==> config.mk <==
export PLATFORM = sky130hd
export DESIGN_NAME = fir_coeff_loader
export DESIGN_NICKNAME = d
export VERILOG_FILES = /design/src/rtl/fir_coeff_loader.sv
export SDC_FILE = /design/constraint.sdc
export NUM_CORES = 1
export LEC_CHECK = 0
export CELL_PAD_IN_SITES_DETAIL_PLACEMENT = 2
export CELL_PAD_IN_SITES_GLOBAL_PLACEMENT = 2
export CORE_MARGIN = 4
export CORE_UTILIZATION = 43
export DETAILED_ROUTE_END_ITERATION = 12
export PLACE_DENSITY_LB_ADDON = 0.3
export SLEW_MARGIN = 40
export SYNTH_ARGS = -nofsm -noshare
export SYNTH_HDL_FRONTEND = slang
export SYNTH_SLANG_ARGS = --single-unit
==> constraint.sdc <==
create_clock -name i_clk -period 5.8 [get_ports i_clk]
set_input_delay 1.74 -clock i_clk [delete_from_list [all_inputs] [get_ports i_clk]]
set_output_delay 1.74 -clock i_clk [all_outputs]
set_load 0.005 [all_outputs]
==> src/rtl/fir_coeff_loader.sv <==
// ---------------------------------------------------------------------------
// fir_coeff_loader
//
// Writer side of the FIR weight interface. A new coefficient set is streamed
// in word by word (h[0] first) into a shadow bank while the filter keeps
// running on the active bank. Once the full set is loaded, the loader waits
// for the filter to signal a safe boundary (i_swap_allow) and then copies the
// whole shadow bank into the active bank in a single edge, so the taps never
// see a half-updated set. Coefficient bits pass through unchanged.
//
// Optional build macro:
//   COEFF_SYMMETRIC_EN - linear-phase mode. Only ceil(NUM_TAPS/2) words are
//                        loaded; word j lands in slot j and slot NUM_TAPS-1-j
//                        (an odd centre slot is written once).
//
// Parameters:
//   DATA_WIDTH  coefficient width, signed Q1.(DATA_WIDTH-1)
//   NUM_TAPS    number of coefficient slots (>= 2)
//
// Ports:
//   i_clk          rising-edge clock
//   i_rst_n        asynchronous active-low reset
//   i_start        begin a load sequence (honoured only when idle)
//   i_abort        drop the load in progress, return to idle
//   iv_coeff       coefficient word
//   i_coeff_valid  iv_coeff valid
//   o_coeff_ready  loader accepts iv_coeff (LOAD state only)
//   i_swap_allow   filter is at a safe boundary, commit permitted
//   ov_weights     active bank, slot k at [k*DATA_WIDTH +: DATA_WIDTH]
//   o_busy         high while loading or waiting for the swap
//   o_swap_done    one-cycle pulse, first cycle the new weights are visible
//   ov_count       words accepted in the current load
// ---------------------------------------------------------------------------
module fir_coeff_loader #(
    parameter int DATA_WIDTH = 32,
    parameter int NUM_TAPS   = 16
) (
    input  logic                               i_clk,
    input  logic                               i_rst_n,
    input  logic                               i_start,
    input  logic                               i_abort,
    input  logic [DATA_WIDTH-1:0]              iv_coeff,
    input  logic                               i_coeff_valid,
    output logic                               o_coeff_ready,
    input  logic                               i_swap_allow,
    output logic [NUM_TAPS*DATA_WIDTH-1:0]     ov_weights,
    output logic                               o_busy,
    output logic                               o_swap_done,
    output logic [$clog2(NUM_TAPS+1)-1:0]      ov_count
);

    localparam int CNT_W = $clog2(NUM_TAPS + 1);
    localparam int IDX_W = $clog2(NUM_TAPS);

`ifdef COEFF_SYMMETRIC_EN
    localparam int LOAD_WORDS = (NUM_TAPS + 1) / 2;
`else
    localparam int LOAD_WORDS = NUM_TAPS;
`endif

    localparam logic [CNT_W-1:0] LAST_WORD = CNT_W'(LOAD_WORDS - 1);

    typedef enum logic [1:0] {
        S_IDLE      = 2'd0,
        S_LOAD      = 2'd1,
        S_WAIT_SWAP = 2'd2
    } state_t;

    state_t state;

    logic signed [DATA_WIDTH-1:0] shadow_bank [NUM_TAPS];
    logic signed [DATA_WIDTH-1:0] active_bank [NUM_TAPS];

    // The word counter never exceeds LOAD_WORDS-1 while a write is possible,
    // so its low bits are a valid slot index.
    logic [IDX_W-1:0] wr_idx;
    assign wr_idx = ov_count[IDX_W-1:0];

`ifdef COEFF_SYMMETRIC_EN
    // Mirror slot for linear-phase sets: h[N-1-j] = h[j].
    function automatic logic [IDX_W-1:0] mirror_idx(input logic [IDX_W-1:0] idx);
        mirror_idx = IDX_W'(NUM_TAPS - 1) - idx;
    endfunction
`endif

    always_ff @(posedge i_clk or negedge i_rst_n) begin
        if (!i_rst_n) begin
            state         <= S_IDLE;
            o_coeff_ready <= 1'b0;
            o_busy        <= 1'b0;
            o_swap_done   <= 1'b0;
            ov_count      <= '0;
            for (int k = 0; k < NUM_TAPS; k++) begin
                shadow_bank[k] <= '0;
                active_bank[k] <= '0;
            end
        end else begin
            o_swap_done <= 1'b0;
            case (state)
                S_IDLE: begin
                    if (i_start) begin
                        state         <= S_LOAD;
                        ov_count      <= '0;
                        o_coeff_ready <= 1'b1;
                        o_busy        <= 1'b1;
                    end
                end

                S_LOAD: begin
                    // Abort wins over a transfer presented in the same cycle.
                    if (i_abort) begin
                        state         <= S_IDLE;
                        o_coeff_ready <= 1'b0;
                        o_busy        <= 1'b0;
                    end else if (i_coeff_valid && o_coeff_ready) begin
                        shadow_bank[wr_idx] <= iv_coeff;
`ifdef COEFF_SYMMETRIC_EN
                        shadow_bank[mirror_idx(wr_idx)] <= iv_coeff;
`endif
                        ov_count <= ov_count + 1'b1;
                        if (ov_count == LAST_WORD) begin
                            state         <= S_WAIT_SWAP;
                            o_coeff_ready <= 1'b0;
                        end
                    end
                end

                S_WAIT_SWAP: begin
                    // Abort also wins over a coincident swap permission.
                    if (i_abort) begin
                        state  <= S_IDLE;
                        o_busy <= 1'b0;
                    end else if (i_swap_allow) begin
                        for (int k = 0; k < NUM_TAPS; k++) begin
                            active_bank[k] <= shadow_bank[k];
                        end
                        o_swap_done <= 1'b1;
                        o_busy      <= 1'b0;
                        state       <= S_IDLE;
                    end
                end

                default: begin
                    state         <= S_IDLE;
                    o_coeff_ready <= 1'b0;
                    o_busy        <= 1'b0;
                end
            endcase
        end
    end

    for (genvar k = 0; k < NUM_TAPS; k++) begin : g_pack
        assign ov_weights[k*DATA_WIDTH +: DATA_WIDTH] = active_bank[k];
    end

endmodule

==> summary.md <==
| Metric | Value |
|---|---|
| Pwr per Cell Area | about 340 nW/um^2 |
| Initial antenna violation count | 8 |
| Crit end category | flop |
| CTS root buffer | clkbuf_16 |
| Num CTS Buffers | 109 |
| FFs w/ async S/R, synth | between 90% and 100% |
| Maximum VDD drop | 244 uV |
| Vias | 22.3k |
| # IOs | 558 |
| Tmin final | 3.81 ns |
| Final setup viols | 0 |
| Filler cells | about 7.7k |
| Worst-Skew Late Latency | approximately 0.69 ns |
| Final #Nets | approximately 2.9k |
| GRT Total Usage | 27.2% |
| Crit Reg-Reg Endpoint | shadow_bank[510] |
| Wire per inst | 31.9 um |
| Post-Route WL | 131,000 um |
| Adder-Cell Fraction of Synth Area | 0.160% |
| Share of the synthesized area in the top cell type | 66.2% |
| Largest family of logic cells by synthesized area | multiplexers |
| Worst-Margin Slew | 0.947 ns |
| Cell count after synthesis | between 2k and 2.5k |
| Simple-gate share of the synthesized area | 1.10% |
| RSZ-0062 raised after global routing | no |
| Hold Buf Count CTS | 0 |
| Synthesized area | approximately 40,000 um^2 |
| CTS H-tree depth | 3 |
| Die area | 95,800 um^2 |
| CTS sink cnt | 1,034 |
| R2R cell count | 4 |
| Startpoint types | input pin |
| Setup Fix Bufs, Post-CTS | 0 |
| Top_reg_cell synth | dfrtp_1 |
| Final Max Slew Viols | 0 |
| CTS tree | yes |
| First-pass GRT wire length | 191,000 um |
| Die height | 310 um |
| Synth cell count leaders | dfrtp_1, mux2_2, buf_2 |
| Synth area leaders | dfrtp_1, mux2_2, mux2_4 |
| Fin Clk Skew | 0.0261 ns |
| EDFF count, synth | 0 |
| Compound-Gate Fraction of Synth Area | less than 1% |
| Post-synthesis mux area share | around 30% |
| Hold WS | 0.487 ns |
| Mean Syn Cell Area | approximately 17 um^2 |
| Chip Width | 310 um |
| Initial DRC count | 1,369 |
| Area grow syn2layout | 26.9% |
| Starting Density | 43.4% |
| Layout cells sized above 1 | roughly 44% |
| Vias in the first global route | 26.3k |
| #FFs+latches synth | 1,034 |
| Drt first pass iters | 5 |
| Rows | between 100 and 150 |
| WS Path Type | in2reg |
| Hold Startpoint | shadow_bank[411] |
| Register area share after synthesis | between 60 and 70% |
| Hold depth | 1 |
| Deepest clock path buffer count | 3 |
| Max-slew headroom | 36.9% |
| Syn Nets | between 2k and 2.5k |
| Run status | complete, no violations |
| DRC Markers | 0 |
| Period utilisation layout | about two thirds |
| Static leakage | 24.2 nW |
| CTS clk-pin slew, worst paths | 0.06 ns |
| Global placer's final weighted congestion | 0.766 |
| Worst reg2reg setup slack | 2.95 ns |
| Worst R2R Start | state[0] |
| Vias per Instance | ~5.4 |
| Port buffer count | 557 |
| Type of the worst min-delay path | reg2reg |
| Crit path DAT | 4.36 ns |
| Core area | 90,100 um^2 |
| Largest net degree at the start of global routing | around 150 |
| Post-route ant nets | 0 |
| CP Data Required Time | 6.35 ns |
| XOR/XNOR Fraction of Synth Area | 0% |
| Setup TNS | 0 ns |
| Leading area contributor after synthesis | dfrtp_1 |
| Resized Gates After CTS | 0 |
| Top-count cell post-synth | dfrtp_1 |
| Hold Fails Final Rpt | 0 |
| Hold worst-path end | shadow_bank[411] |
| Total gr overflow | 0 |
| Max-Cap Viols | 0 |
| Synth Warn # | 0 |
| CP Max Fanout | 14 |
| HPWL Detailed | 78,900 um |
| Max Freq | 262 MHz |
| Unique masters post-synth | 40 |
-- state kept, by name (all words and copies together) (netlist names) --
| register | cells |
|---|---|
| state | 2 |
| shadow_bank | 512 |
| o_coeff_ready | 1 |
| o_busy | 1 |
| ov_count | 5 |
| o_swap_done | 1 |
| ov_weights | 512 |
-- power by group --
part / internal, mW / leakage (nW) / switching, mW
Sequential: 7.89 / 14.3 / 0.464
Combinational: 0.680 / 8.03 / 0.625
Clock: 4.27 / 1.88 / 3.10
Total: 12.8 / 24.2 / 4.19
-- layout by cell type, fill, tap and decap left out, drive strengths merged --
cell / count
dfrtp: 1034
mux2: 1024
clkdlybuf4s50: 530
clkbuf: 155
buf: 80
clkinv: 31
inv: 12
bufinv: 9
nand4: 7
a21oi: 5
ha: 5
and4: 5
nor4b: 4
clkinvlp: 4
nand2b: 3
o21ai: 3
nor2b: 3
diode: 2
nand2: 2
nor2: 2
nand3: 2
a31oi: 2
nor3: 2
and3: 1
and3b: 1
nand4b: 1
nor4: 1
and2: 1
or4: 1
o211ai: 1
nand3b: 1
mux2i: 1
nor3b: 1
a41oi: 1
or4b: 1
a21boi: 1
o22ai: 1
-- metal layers --
| layer | GRT usage [%] | wire length (um) | vias to the layer above |
|---|---|---|---|
| li1 | - | - | 9156 |
| met1 | 34.1 | 52900 | 12300 |
| met2 | 47.4 | 67100 | 672 |
| met3 | 5.07 | 6830 | 209 |
| met4 | 9.67 | 4620 | 2 |
| met5 | 0 | 13 | - |
-- worst max-delay path by stage --
stage          cells past startpoint          endpoint    start  slack (ns)
3_5_place_dp                       5  shadow_bank[216]  i_abort        1.00
4_1_cts                            5  shadow_bank[220]  i_abort        1.68
5_1_grt                            5  shadow_bank[510]  i_abort        1.96
6_report                           5  shadow_bank[510]  i_abort        1.99
2_1_floorplan                      4  shadow_bank[257]  i_abort        2.69
3_3_place_gp                       5  shadow_bank[215]  i_abort        1.13
-- final cells by class --
class	instances	area, um^2	area share (%)
inverters	6	22.5	0.0454
clock inverters	50	557	1.12
flip-flops and latches	1034	25900	52.1
diodes	2	5.00	0.0101
repair buffers	610	6080	12.2
multi-input cells	1083	12400	25.0
well taps	1176	1470	2.96
clock buffers	155	3210	6.47
-- per-stage QoR --
stage	instance area (um^2)	power (mW)	util [%]	std cells	setup slack [ns]
after floorplan	39100	9.06	-	2271	2.69
after global placement	45900	9.51	50.9	3905	1.13
after detailed placement	45800	9.69	50.8	3907	1.00
after CTS	49600	17.2	55.0	4112	1.68
after global routing	49600	17.7	55.1	4115	1.96
final	49600	17.0	55.1	4116	1.99
-- logic make-up (layout without fill, tap and decap cells) --
logic type      Yosys count  count (layout)
mux                    1025            1025
simple gates             39              39
flops                  1034            1034
buf+inv                 154             821
fa+ha+maj                 5               5
other cells               0               2
compound gates           14              14
-- critical path, cell delays in order --
cell and delay [ns]:
clkdlybuf4s50_1 0.58, and3b_2 0.61, and4_2 0.70, buf_4 0.34
mux2_2 0.38
No activity file was read; power rests on OpenSTA's default activity.
